File: config.mk
export PLATFORM = sky130hd
export DESIGN_NAME = alu_seq
export DESIGN_NICKNAME = d
export VERILOG_FILES = /design/src/rtl/alu_seq.sv
export SDC_FILE = /design/constraint.sdc
export NUM_CORES = 1
export LEC_CHECK = 0
export ABC_CLOCK_PERIOD_IN_PS = 2360
export CORE_MARGIN = 2
export CORE_UTILIZATION = 58
export DETAILED_ROUTE_END_ITERATION = 8
export GPL_TIMING_DRIVEN = 0
export PLACE_DENSITY = 0.9
export SYNTH_ARGS = -nofsm -noshare
export SYNTH_HDL_FRONTEND = slang
export SYNTH_SLANG_ARGS = --single-unit
File: constraint.sdc
create_clock -name clk -period 2.36 [get_ports clk]
set_input_delay 0.236 -clock clk [delete_from_list [all_inputs] [get_ports clk]]
set_output_delay 0.236 -clock clk [all_outputs]
set_load 0.01 [all_outputs]
File: src/rtl/alu_seq.sv
// ---------------------------------------------------------------------------
// alu_seq -- handshaked, registered execute-stage ALU.
//
// Accepts one request at a time over a valid/ready pair. Single-cycle
// operations register their result on the accept edge. Multiply and divide
// (optional) iterate one bit per cycle and present a double-width result:
// {result_hi, result} is the product, or result/result_hi hold the
// quotient/remainder.
//
// Optional feature macro: ALU_SEQ_MULDIV_EN
//   defined     -> codes 04..07 (mul/div) implemented, BUSY state present
//   not defined -> codes 04..07 reported as illegal, no mul/div datapath
//
// Ports:
//   clk        in   clock, rising edge
//   rst_n      in   asynchronous active-low reset
//   in_valid   in   operation request
//   in_ready   out  block idle and able to accept a request
//   func       in   6-bit operation code
//   op_0       in   first operand / shift source
//   op_1       in   second operand; op_1[SHW-1:0] is the shift amount
//   out_valid  out  result available
//   out_ready  in   consumer takes the result
//   result     out  primary result
//   result_hi  out  product high half or remainder, 0 otherwise
//   ovf        out  signed add/sub overflow
//   div_zero   out  divide by zero
//   illegal    out  unsupported func
// ---------------------------------------------------------------------------
module alu_seq #(
  parameter int WIDTH = 32,
  parameter int SHW   = $clog2(WIDTH)
) (
  input  logic             clk,
  input  logic             rst_n,
  input  logic             in_valid,
  output logic             in_ready,
  input  logic [5:0]       func,
  input  logic [WIDTH-1:0] op_0,
  input  logic [WIDTH-1:0] op_1,
  output logic             out_valid,
  input  logic             out_ready,
  output logic [WIDTH-1:0] result,
  output logic [WIDTH-1:0] result_hi,
  output logic             ovf,
  output logic             div_zero,
  output logic             illegal
);

  // Function codes (the logic ops and shifts sit at 0x08/0x09 and 0x10..0x14;
  // 0x0A..0x0F and everything above 0x14 are unused).
  localparam logic [5:0] F_ADD  = 6'h00;
  localparam logic [5:0] F_ADDU = 6'h01;
  localparam logic [5:0] F_SUB  = 6'h02;
  localparam logic [5:0] F_SUBU = 6'h03;
`ifdef ALU_SEQ_MULDIV_EN
  localparam logic [5:0] F_MUL  = 6'h04;
  localparam logic [5:0] F_MULU = 6'h05;
  localparam logic [5:0] F_DIV  = 6'h06;
  localparam logic [5:0] F_DIVU = 6'h07;
`endif
  localparam logic [5:0] F_AND  = 6'h08;
  localparam logic [5:0] F_OR   = 6'h09;
  localparam logic [5:0] F_XOR  = 6'h10;
  localparam logic [5:0] F_NOR  = 6'h11;
  localparam logic [5:0] F_SLL  = 6'h12;
  localparam logic [5:0] F_SRA  = 6'h13;
  localparam logic [5:0] F_SRL  = 6'h14;

`ifdef ALU_SEQ_MULDIV_EN
  typedef enum logic [1:0] {
    S_IDLE = 2'd0,
    S_BUSY = 2'd1,
    S_DONE = 2'd2
  } state_t;
`else
  typedef enum logic [0:0] {
    S_IDLE = 1'b0,
    S_DONE = 1'b1
  } state_t;
`endif

  state_t state;
  state_t state_next;

  logic accept;
  assign accept = in_valid && in_ready;

  // -------------------------------------------------------------------------
  // Single-cycle datapath, evaluated on the live request inputs so the result
  // can be registered on the accept edge itself.
  // -------------------------------------------------------------------------
  logic [WIDTH-1:0] sum;
  logic [WIDTH-1:0] diff;
  logic [SHW-1:0]   shamt;

  assign sum   = op_0 + op_1;
  assign diff  = op_0 - op_1;
  assign shamt = op_1[SHW-1:0];

  logic [WIDTH-1:0] sc_result;
  logic [WIDTH-1:0] sc_hi;
  logic             sc_ovf;
  logic             sc_div_zero;
  logic             sc_illegal;
  logic             sc_multi;    // request needs the iterative datapath

  always_comb begin
    sc_result   = '0;
    sc_hi       = '0;
    sc_ovf      = 1'b0;
    sc_div_zero = 1'b0;
    sc_illegal  = 1'b0;
    sc_multi    = 1'b0;
    case (func)
      F_ADD: begin
        sc_result = sum;
        // Overflow: operands share a sign that the sum does not.
        sc_ovf = (op_0[WIDTH-1] == op_1[WIDTH-1]) && (sum[WIDTH-1] != op_0[WIDTH-1]);
      end
      F_ADDU: sc_result = sum;
      F_SUB: begin
        sc_result = diff;
        // Overflow: operand signs differ and the difference flips sign.
        sc_ovf = (op_0[WIDTH-1] != op_1[WIDTH-1]) && (diff[WIDTH-1] != op_0[WIDTH-1]);
      end
      F_SUBU: sc_result = diff;
`ifdef ALU_SEQ_MULDIV_EN
      F_MUL, F_MULU: sc_multi = 1'b1;
      F_DIV, F_DIVU: begin
        // A zero divisor short-circuits: no iteration, fixed result pattern.
        if (op_1 == '0) begin
          sc_result   = '1;
          sc_hi       = op_0;
          sc_div_zero = 1'b1;
        end else begin
          sc_multi = 1'b1;
        end
      end
`endif
      F_AND: sc_result = op_0 & op_1;
      F_OR:  sc_result = op_0 | op_1;
      F_XOR: sc_result = op_0 ^ op_1;
      F_NOR: sc_result = ~(op_0 | op_1);
      F_SLL: sc_result = op_0 << shamt;
      F_SRA: sc_result = $signed(op_0) >>> shamt;
      F_SRL: sc_result = op_0 >> shamt;
      default: sc_illegal = 1'b1;
    endcase
  end

`ifdef ALU_SEQ_MULDIV_EN
  // -------------------------------------------------------------------------
  // Iterative multiply / divide. Both share one {acc_hi, acc_lo} register
  // pair and operate on magnitudes; signs are re-applied on the last step.
  //   multiply: acc_lo = multiplier (shifted out LSB first),
  //             acc_hi = running upper product, opa = multiplicand
  //   divide:   acc_lo = dividend shifting out / quotient shifting in,
  //             acc_hi = partial remainder, opa = divisor
  // -------------------------------------------------------------------------
  localparam logic [SHW:0] CNT_LOAD = (SHW+1)'(WIDTH);

  logic [SHW:0]     cnt;
  logic             is_div;
  logic             neg_lo;      // negate product / quotient at the end
  logic             neg_hi;      // negate remainder at the end
  logic [WIDTH-1:0] opa;
  logic [WIDTH-1:0] acc_hi;
  logic [WIDTH-1:0] acc_lo;

  logic             start_signed;
  logic             start_div;
  logic             a_neg;
  logic             b_neg;
  logic [WIDTH-1:0] a_mag;
  logic [WIDTH-1:0] b_mag;

  assign start_signed = (func == F_MUL) || (func == F_DIV);
  assign start_div    = (func == F_DIV) || (func == F_DIVU);
  assign a_neg        = start_signed && op_0[WIDTH-1];
  assign b_neg        = start_signed && op_1[WIDTH-1];
  // The most negative value maps onto itself, which is its correct
  // unsigned magnitude.
  assign a_mag        = a_neg ? -op_0 : op_0;
  assign b_mag        = b_neg ? -op_1 : op_1;

  logic [WIDTH:0]   mul_sum;
  logic [WIDTH:0]   div_shift;
  logic             div_ge;
  logic [WIDTH-1:0] div_trial;
  logic [WIDTH-1:0] step_hi;
  logic [WIDTH-1:0] step_lo;

  assign mul_sum   = {1'b0, acc_hi} + {1'b0, (acc_lo[0] ? opa : {WIDTH{1'b0}})};
  assign div_shift = {acc_hi, acc_lo[WIDTH-1]};
  assign div_ge    = div_shift >= {1'b0, opa};
  // Only taken when div_shift >= opa, so the true difference fits WIDTH bits.
  assign div_trial = div_shift[WIDTH-1:0] - opa;

  always_comb begin
    if (is_div) begin
      step_hi = div_ge ? div_trial : div_shift[WIDTH-1:0];
      step_lo = {acc_lo[WIDTH-2:0], div_ge};
    end else begin
      step_hi = mul_sum[WIDTH:1];
      step_lo = {mul_sum[0], acc_lo[WIDTH-1:1]};
    end
  end

  // The step taken while the counter reads 1 is the last one; its outcome
  // is sign-corrected and written straight into the output registers.
  logic last_step;
  assign last_step = (state == S_BUSY) && (cnt == (SHW+1)'(1));

  logic [2*WIDTH-1:0] prod_fix;
  logic [WIDTH-1:0]   fin_lo;
  logic [WIDTH-1:0]   fin_hi;

  assign prod_fix = neg_lo ? -{step_hi, step_lo} : {step_hi, step_lo};

  always_comb begin
    if (is_div) begin
      fin_lo = neg_lo ? -step_lo : step_lo;
      fin_hi = neg_hi ? -step_hi : step_hi;
    end else begin
      fin_lo = prod_fix[WIDTH-1:0];
      fin_hi = prod_fix[2*WIDTH-1:WIDTH];
    end
  end

  always_ff @(posedge clk or negedge rst_n) begin
    if (!rst_n) begin
      cnt    <= '0;
      is_div <= 1'b0;
      neg_lo <= 1'b0;
      neg_hi <= 1'b0;
      opa    <= '0;
      acc_hi <= '0;
      acc_lo <= '0;
    end else if (accept && sc_multi) begin
      cnt    <= CNT_LOAD;
      is_div <= start_div;
      neg_lo <= a_neg ^ b_neg;
      neg_hi <= start_div && a_neg;   // remainder follows the dividend
      acc_hi <= '0;
      if (start_div) begin
        acc_lo <= a_mag;
        opa    <= b_mag;
      end else begin
        acc_lo <= b_mag;
        opa    <= a_mag;
      end
    end else if (state == S_BUSY) begin
      cnt    <= cnt - (SHW+1)'(1);
      acc_hi <= step_hi;
      acc_lo <= step_lo;
    end
  end
`endif

  // -------------------------------------------------------------------------
  // Control FSM
  // -------------------------------------------------------------------------
  always_ff @(posedge clk or negedge rst_n) begin
    if (!rst_n) begin
      state <= S_IDLE;
    end else begin
      state <= state_next;
    end
  end

  always_comb begin
    state_next = state;
    case (state)
      S_IDLE: begin
        if (accept) begin
`ifdef ALU_SEQ_MULDIV_EN
          state_next = sc_multi ? S_BUSY : S_DONE;
`else
          state_next = S_DONE;
`endif
        end
      end
`ifdef ALU_SEQ_MULDIV_EN
      S_BUSY: begin
        if (last_step) begin
          state_next = S_DONE;
        end
      end
`endif
      S_DONE: begin
        if (out_ready) begin
          state_next = S_IDLE;
        end
      end
      default: state_next = S_IDLE;
    endcase
  end

  always_comb begin
    in_ready  = (state == S_IDLE);
    out_valid = (state == S_DONE);
  end

  // -------------------------------------------------------------------------
  // Output registers: written only on a single-cycle accept or on the last
  // iteration, so they hold steady throughout DONE.
  // -------------------------------------------------------------------------
  always_ff @(posedge clk or negedge rst_n) begin
    if (!rst_n) begin
      result    <= '0;
      result_hi <= '0;
      ovf       <= 1'b0;
      div_zero  <= 1'b0;
      illegal   <= 1'b0;
    end else if (accept && !sc_multi) begin
      result    <= sc_result;
      result_hi <= sc_hi;
      ovf       <= sc_ovf;
      div_zero  <= sc_div_zero;
      illegal   <= sc_illegal;
    end
`ifdef ALU_SEQ_MULDIV_EN
    else if (last_step) begin
      result    <= fin_lo;
      result_hi <= fin_hi;
      ovf       <= 1'b0;
      div_zero  <= 1'b0;
      illegal   <= 1'b0;
    end
`endif
  end

endmodule

==> impl_results.md, run 1 <==
- Most instantiated library cell after synthesis: nor2_1
- Pin count of the biggest net entering global routing: 36
- Sequential cell area fraction in the yosys report: about 8.4%
- Number of cells produced by synthesis: about 1500
- Avg Synthesized Cell Area: ~7.1 um2
- Number of warnings printed during yosys synthesis: 0
- Global routing usage summed across all routing layers: 81.9%
- DIE WIDTH: around 140 um
- Cell Count Post-Placement: about 1800
- Clock Sink Count: 35
- Clk buf depth: 2
- Cts hold-fix bufs: 0
- Last worst endpoint in the global-route repair_timing: result[28]$_DFFE_PN0P_/D
- Number of buffers added by the clock tree synthesis step: 5
- Tool Error: [ERROR GRT-0232] Routing congestion too high. Check the congestion heatmap in the GUI.
- Antenna violations before repair: 3
- Total placed instance area: 12200 um2
- CTS H-Tree Depth: 2
- Run status: stopped before the end
- Fail Step: global routing
- Port Buffers: ~110
- Final estimated routing congestion in global placement: roughly 1.2
- FF+latch count, synth: 35
- Effective utilization at floorplan: approximately three fifths
- Detailed placement HPWL: just under 40 mm
- Synthesized cell area: approximately 10000 um2
- Top cells by count, synth: nor2_1, a21oi_1, o21ai_0, nand2_1
- Dominant cell type by area after synthesis: ha_1
- Clock Root Buffer: clkbuf_16
- Number of standard-cell rows in the floorplan: 49
- Floorplan die height: 138 um
- Top post-synthesis cells by area: ha_1, mux4_2, dfrtp_1
- Fraction of registers with async set or reset after synthesis: 100%
- Post-synth EDFFs: 0
- Area share of the largest cell type after synthesis: between 10% and 20%
- Post-synth cell types: 85
- I/O pins: between 100 and 150
- Worst-path endpoint category: sequential cell input
- Top flip-flop cell by instance count after synthesis: dfrtp_1
- Remaining global-route overflow: 43
-- routing by layer --
metal / GRT usage [%] / GRT overflow
met1: 84.6 / 1
met2: 93.9 / 22
met3: 69.9 / 0
met4: 78.3 / 20
met5: 40.4 / 0
-- stage by stage --
| stage | hold slack (ns) | setup slack, ns |
|---|---|---|
| CTS | 0.0935 | -0.510 |
| detailed placement | 0.402 | -2.10 |
| global placement | 0.463 | -2.09 |
| floorplan | -0.0596 | -0.657 |
-- repair_timing --
item / CTS
cloned: 2
endpoints found under the hold margin: 0
resized for setup: 446
setup buffers: 80
setup endpoints to repair: 34
pin swaps: 102
-- kinds of logic after synthesis --
family | Yosys count | synth area share [%]
DFF | 35 | 8.41
other | 1 | 0.0360
buffers and inverters | 250 | 10.9
muxes | 92 | 14.8
adders and majority gates | 101 | 12.3
AOI/OAI and AO/OA | 491 | 30.4
and+or+nand+nor | 480 | 21.6
xor gates and xnor gates | 20 | 1.68
==> inputs of run 2 (changes only) <==
- CORE_UTILIZATION: 58 -> 40
- PLACE_DENSITY: 0.9 -> default
- PLACE_DENSITY_LB_ADDON: default -> 0.15
==> run 2 against run 1 <==
Synthesized cell count unchanged. Area after synthesis did not move. The flow now finishes, with violations (DRC, setup timing).
==> impl_results.md, run 2 <==
- Multiplexer fraction of the synthesized cell area: between 10% and 20%
- Peak fanout along the critical path: 10
- Fmax: around 0.36 GHz
- Final estimated routing congestion in global placement: roughly 1.1
- Post-synth cell types: 85
- Synthesized cell area: 10400 um2
- Iteration-0 DRC count of the detailed router: 2017
- Post-route worst setup slack: -0.437 ns
- Detailed placement HPWL: between 40 and 50 mm
- Total wire length after detailed routing: 61.3 mm
- Final Net Count: just under 2000
- Accumulated negative setup slack: -6.00 ns
- Leakage power: approximately 6.6 nW
- Effective utilization at floorplan: 40.3%
- TritonCTS clock tree: yes
- FF+latch count, synth: 35
- Total count of max-transition violations in the final report: 0
- Share of post-route cells with drive strength above 1: between 30% and 40%
- Final period utilization: 119%
- I/O pins: about 140
- Adder-Cell Fraction of Synth Area: around 12%
- Final non-filler cell total: between 2000 and 2500
- Worst-Skew Late Latency: approximately 0.30 ns
- Post-synthesis share of cell area spent on xor and xnor gates: 1.68%
- Sequential cell area fraction in the yosys report: 8.41%
- Worst hold path class: in2async
- Worst setup path startpoint: op_0[12]
- Number of vias after detailed routing: about 14000
- Data arrival time of the critical path: approximately 3 ns
- Remaining global-route overflow: 0
- Sum of met3 wire segment lengths after detailed routing: 8.24 mm
- Clk buf depth: 2
- Overall power after layout: approximately 5.3 mW
- Number of flip-flops under the largest register name: 32
- Clock Root Buffer: clkbuf_16
- Remaining max-slew budget at the tightest pin: a little over two fifths
- Top metal layer carrying routed signals: met4
- Number of buffers added by the clock tree synthesis step: 5
- Clock Sink Count: 35
- Wl on met1: between 20 and 25 mm
- Worst r2r path cells: 9
- Compound-Gate Fraction of Synth Area: 30.4%
- Count of final setup violators: 27
- Avg Synthesized Cell Area: roughly 7 um2
- DIE WIDTH: between 150 and 200 um
- Total placed instance area: between 10000 and 15000 um2
- Worst reg2reg path startpoint: out_valid
- Detail Route met2 WL: roughly 25 mm
- Reg2Reg Setup Slack: -0.27 ns
- CP Data Required Time: approximately 2.6 ns
- Number of iterations in the first detailed-routing pass: 9
- Setup Crit Path Kind: in2reg
- Kind of end point of the critical path: register
- Area of the placeable core: between 20000 and 30000 um2
- Cell Count Post-Placement: 1948
- Most instantiated library cell after synthesis: nor2_1
- Top post-synthesis cells by area: ha_1, mux4_2, dfrtp_1
- Area growth from synthesis to layout: 49.8%
- RSZ-0062 raised after global routing: true
- Run status: finished, violations left
- Global routing usage summed across all routing layers: a little over two fifths
- Avg Vias per Cell: 6.70
- Port Buffers: approximately 110
- Routed length per placed instance: roughly 29 um
- CP Cell Sequence: buf_2 > inv_1 > ha_4 > or4_4 > o221ai_4 > buf_6 > o21ai_4 > o311ai_1 > o21ai_1 > or4_1 > o211ai_1
- Fraction of registers with async set or reset after synthesis: 100%
- Fill cells: 2381
- First-pass GRT wire length: 85.9 mm
- Worst reg2reg path endpoint: result[28]
- Area share of the largest cell type after synthesis: between 10% and 20%
- Dominant cell type by area after synthesis: ha_1
- CTS H-Tree Depth: 2
- Via count of the first global-routing pass: ~13000
- Number of warnings printed during yosys synthesis: 0
- Violations in the final reports: DRC, setup timing
- Number of standard-cell rows in the floorplan: slightly below 60
- Number of hold violations in the final report: 0
- Most frequent standard cell in the layout excluding fill and tap cells: buf_4
- Clock-pin slew reported for the worst setup and hold paths after clock tree synthesis: 0.07 ns
- Floorplan die height: 165 um
- # DRC: 2
- Top cells by count, synth: nor2_1, a21oi_1, o21ai_0, nand2_1
- Post-synth EDFFs: 0
- Die Footprint: roughly 27000 um2
- Final worst clock skew: ~0.0033 ns
- Peak ir drop on the vdd network: 0.000230 V
- Non-Filler Cell Area, Final: 15600 um2
- Top flip-flop cell by instance count after synthesis: dfrtp_1
- Number of maximum-capacitance violations: 0
- Remaining number of nets flagged by the antenna check after routing: 0
- Type of origin of the critical path: primary input
- Power per Cell Area: 339 nW/um2
- Pin count of the biggest net entering global routing: 34
- Antenna violations before repair: 2
- Critical path's slowest cell: or4_4
- Final min period: 2.80 ns
- Number of cells produced by synthesis: 1470
- Dominant combinational cell family by area after synthesis: compound AO/OA/AOI/OAI gates
- Most frequent cells in the layout: buf_4, nor2_1, a21oi_1
- Largest reg by FF count: result
- Slew at the pin with the worst max-slew slack: between 0.8 and 0.9 ns
- Max incr delay on CP: 0.55 ns
- Synthesized-area fraction occupied by and/or/nand/nor cells: a little over a fifth
-- run 2: metrics by stage --
stage          worst slack [ns]  util (%)  hold slack [ns]
4_1_cts                  -0.511      56.3            0.265
6_report                 -0.437      60.4            0.267
3_3_place_gp              -2.54      47.7            0.464
5_1_grt                  -0.485      60.4            0.293
2_1_floorplan            -0.657         -          -0.0596
3_5_place_dp              -2.25      47.9           0.0458
-- run 2: how the worst max path moves through the flow --
| stage | to | slack, ns | depth (start not counted) |
|---|---|---|---|
| finish | result[17] | -0.44 | 11 |
| global route | result[28] | -0.49 | 16 |
| CTS | result[22] | -0.51 | 16 |
| detailed placement | result[14] | -2.25 | 16 |
| global placement | result[2] | -2.54 | 13 |
| floorplan | result[28] | -0.66 | 16 |
-- run 2: cells by family (layout without fill, tap and decap cells) --
group,Yosys count,count (layout)
xor+xnor,20,20
mux,92,92
fa+ha+maj,101,101
buf+inv,250,502
simple gates,480,480
compound gates,491,491
other cells,1,34
flops,35,35
-- run 2: worst max-delay path, delay by kind of cell --
family | cells | cell delay [ns]
buffers and inverters | 3 | 0.61
and+or+nand+nor | 2 | 1.09
adders and majority gates | 1 | 0.29
AOI/OAI and AO/OA | 5 | 0.78
-- run 2: layout make-up --
class,count,area [um2],area share (%)
multi-input cells,1217,10200,65.6
clock inverters,2,12.5,0.0802
flip-flops and latches,35,876,5.61
inverters,102,449,2.88
well taps,335,419,2.69
diodes,1,2.50,0.0160
repair buffers,261,2320,14.8
clock buffers,6,129,0.826
plain buffers,131,1160,7.46
-- run 2: what timing repair did --
item | in CTS | in global routing
setup buffers | 84 | 68
endpoints found under the setup margin | 35 | 34
hold endpoints to repair | 35 | 0
pin swaps | 80 | 105
resized for setup | 479 | 280
gates cloned | 0 | 1
hold buffers | 1 | 0
-- run 2: power by group --
part | total (mW) | switching, mW | internal (mW)
registers | 0.753 | 0.0680 | 0.685
clock network | 0.715 | 0.323 | 0.392
logic | 3.82 | 2.19 | 1.63
-- run 2: routing by layer --
layer	GRT usage, %	vias to the layer above
met5	0	-
met4	22.8	0
met3	12.0	258
met2	63.9	1152
met1	57.7	6664
li1	-	5932
No activity file was read; power rests on OpenSTA's default activity.
==> inputs of run 3 (changes only) <==
- CORE_UTILIZATION: 40 -> 45
- CTS_CLUSTER_DIAMETER: default -> 40
==> run 3 against run 2 <==
The flow finishes with violations (setup timing). Non-clock buffer count down 44. Utilization rose by 6.5 points. Global-route usage is 3.7 points higher. Via count increased by 1.5%. Fmax is 4.2% lower. Routed wire length decreased by 2.0%. Power fell by 0.64%. Critical path depth is 6 higher. Design area down 2.7%. Largest cell class unchanged. Largest power group unchanged. Highest routed layer is now met5.
==> impl_results.md, run 3 (synthesis gave the netlist of run 2 again) <==
- Run status: finished, violations left
- Violations in the final reports: setup timing
- Area growth from synthesis to layout: 45.8%
- Remaining global-route overflow: 0
- Final period utilization: 124%
- Remaining max-slew budget at the tightest pin: approximately 22%
- Power share of the combinational group: a little under three quarters
- Final non-filler cell total: between 1500 and 2000
- Floorplan die height: between 150 and 200 um
- Remaining number of nets flagged by the antenna check after routing: 0
- Count of final setup violators: 30
- First-pass GRT wire length: roughly 85 mm
- Number of standard-cell rows in the floorplan: 55
- Worst-Skew Late Latency: around 0.3 ns
- Clk buf depth: 2
- Port Buffers: roughly 110
- Most frequent standard cell in the layout excluding fill and tap cells: nor2_1
- Largest reg by FF count: result
- Number of vias after detailed routing: 14200
- CP Data Required Time: roughly 2.5 ns
- Switching share of power: between 40% and 50%
- Number of iterations in the first detailed-routing pass: 9
- Number of hold violations in the final report: 0
- Cts hold-fix bufs: 0
- Peak ir drop on the vdd network: about 0.00025 V
- Area of the placeable core: about 23000 um2
- Worst hold path class: in2async
- I/O pins: ~140
- Slew at the pin with the worst max-slew slack: roughly 1.2 ns
- Setup Crit Path Kind: in2reg
- Final estimated routing congestion in global placement: between 1 and 1.5
- Data arrival time of the critical path: roughly 3.1 ns
- Leakage power: ~6.3 nW
- Clock Root Buffer: clkbuf_16
- Worst path bufs/invs: 7
- Hold slack: 0.0984 ns
- RSZ-0062 raised after global routing: true
- Power per Cell Area: roughly 350 nW/um2
- Seq pwr share: between 10% and 20%
- Kind of end point of the critical path: register
- Final min period: approximately 3 ns
- Fill cells: roughly 1900
- Clock-pin slew reported for the worst setup and hold paths after clock tree synthesis: 0.07 ns
- Total count of max-transition violations in the final report: 0
- Avg Vias per Cell: between 7 and 8
- # diodes: 0
- Routed length per placed instance: about 30 um
- Critical path's slowest cell: a221oi_4
- Pin count of the biggest net entering global routing: 36
- Peak fanout along the critical path: 4
- CP dominant cell by count: buf_12
- Number of flip-flops under the largest register name: 32
- DIE WIDTH: roughly 160 um
- Detail Route met2 WL: between 20 and 25 mm
- Top Family by Delay on Critical Path: compound AO/OA/AOI/OAI gates
- Layout Utilization: 66.9%
- Antenna violations before repair: 1
- Fmax: 0.343 GHz
- Final Net Count: between 1500 and 2000
- Part of the total power dissipated in the clock network: 13.7%
- Internal power: approximately 2.7 mW
- TritonCTS clock tree: yes
- Worst setup path startpoint: op_1[2]
- Cell Count Post-Placement: 1897
- # DRC: 0
- Die Footprint: roughly 24000 um2
- CTS H-Tree Depth: 2
- Dpl ws: -2.30 ns
- Iteration-0 DRC count of the detailed router: between 1500 and 2000
- Sum of met3 wire segment lengths after detailed routing: between 9 and 10 mm
- Worst reg2reg path startpoint: out_valid
- Net Switching: approximately 2.6 mW
- Number of maximum-capacitance violations: 0
- Share of post-route cells with drive strength above 1: between 30 and 40%
- Via count of the first global-routing pass: around 13000
- Type of origin of the critical path: primary input
- CP Cell Sequence: buf_8 > clkbuf_16 > inv_16 > buf_12 > buf_12 > buf_12 > ha_4 > nand2b_4 > a21oi_4 > o211ai_1 > buf_4 > nand2_4 > a221oi_4 > o211ai_1 > a211oi_4 > nor3_2 > a211o_1
- Wl on met1: approximately 22 mm
- Number of buffers added by the clock tree synthesis step: 5
- Most frequent cells in the layout: nor2_1, buf_4, a21oi_1
- Top metal layer carrying routed signals: met5
- Global routing usage summed across all routing layers: a little under half
- Detailed placement HPWL: between 40 and 50 mm
- Clock Sink Count: 35
- Final worst clock skew: ~0.0075 ns
- Max incr delay on CP: 0.36 ns
- Post-route worst setup slack: -0.558 ns
- Total wire length after detailed routing: roughly 60 mm
- Effective utilization at floorplan: 45.9%
## run 3: cell count changes in the layout (fill, tap and decap cells not counted), moves of 6 or more
| cell | previous run | this run |
|---|---|---|
| buf_4 | 177 | 125 |
| o21ai_2 | 19 | 13 |
| inv_2 | 12 | 18 |
| clkdlybuf4s15_2 | 6 | 12 |
| o21ai_0 | 71 | 77 |
| buf_12 | 19 | 13 |
| buf_2 | 26 | 20 |
## run 3: final cells by class
| type | instances | area [um2] | share of cell area (%) |
|---|---|---|---|
| Clock buffer | 7 | 133 | 0.873 |
| Clock inverter | 1 | 5.00 | 0.0330 |
| Multi-Input combinational cell | 1217 | 10200 | 67.2 |
| Sequential cell | 35 | 876 | 5.77 |
| Timing Repair Buffer | 213 | 1960 | 12.9 |
| Buffer | 135 | 1220 | 8.03 |
| Tap cell | 285 | 357 | 2.35 |
| Inverter | 102 | 424 | 2.79 |
## run 3: path summary, 6_finish.rpt
kind,end,slack [ns],depth (start not counted)
min reg2reg,result[0],0.48,2
min,result[26],0.1,1
max,result[30],-0.56,17
max in group asynchronous,result[14],1.64,1
min in group clk,result[0],0.48,2
max reg2reg,result[28],-0.27,9
## run 3: worst reg2reg max path: stages (launching register included)
cell and delay [ns]:
dfrtp_1 0.39, inv_1 0.09, nand2_1 0.30, nor2_1 0.29, nand2_1 0.08, or3_1 0.42
a311oi_4 0.35, nand4_1 0.16, nor4_2 0.31, a2111oi_2 0.07
## run 3: per-layer routing
| metal | global-route usage, % | vias up |
|---|---|---|
| met5 | 3.52 | - |
| met4 | 26.4 | 6 |
| met3 | 17.6 | 357 |
| met2 | 68.5 | 1329 |
| met1 | 59.7 | 6675 |
| li1 | - | 5845 |
## run 3: repair_timing
action | CTS | global route
hold endpoints to repair | 0 | 0
resized for setup | 486 | 200
gates cloned | 2 | 0
pin swaps | 88 | 92
setup endpoints to repair | 35 | 33
buffers inserted | 73 | 31
## run 3: per-stage QoR
| step | instance area, um2 | total power, mW | setup TNS [ns] |
|---|---|---|---|
| final | 15200 | 5.26 | -9.45 |
| after global routing | 15200 | 5.39 | -11.10 |
| after CTS | 14400 | 4.78 | -8.42 |
| after detailed placement | 12300 | 3.55 | -52.98 |
| after global placement | 12300 | 3.54 | -54.96 |
| after floorplan | 10800 | 2.45 | -7.16 |
## run 3: power by group through the flow
stage	sequential [mW]	clock [mW]	combinational, mW
after floorplan	0.782	0	1.67
after CTS	0.747	0.706	3.33
final	0.754	0.719	3.79
after global placement	0.757	0	2.79
after global routing	0.759	0.724	3.91
after detailed placement	0.756	0	2.79
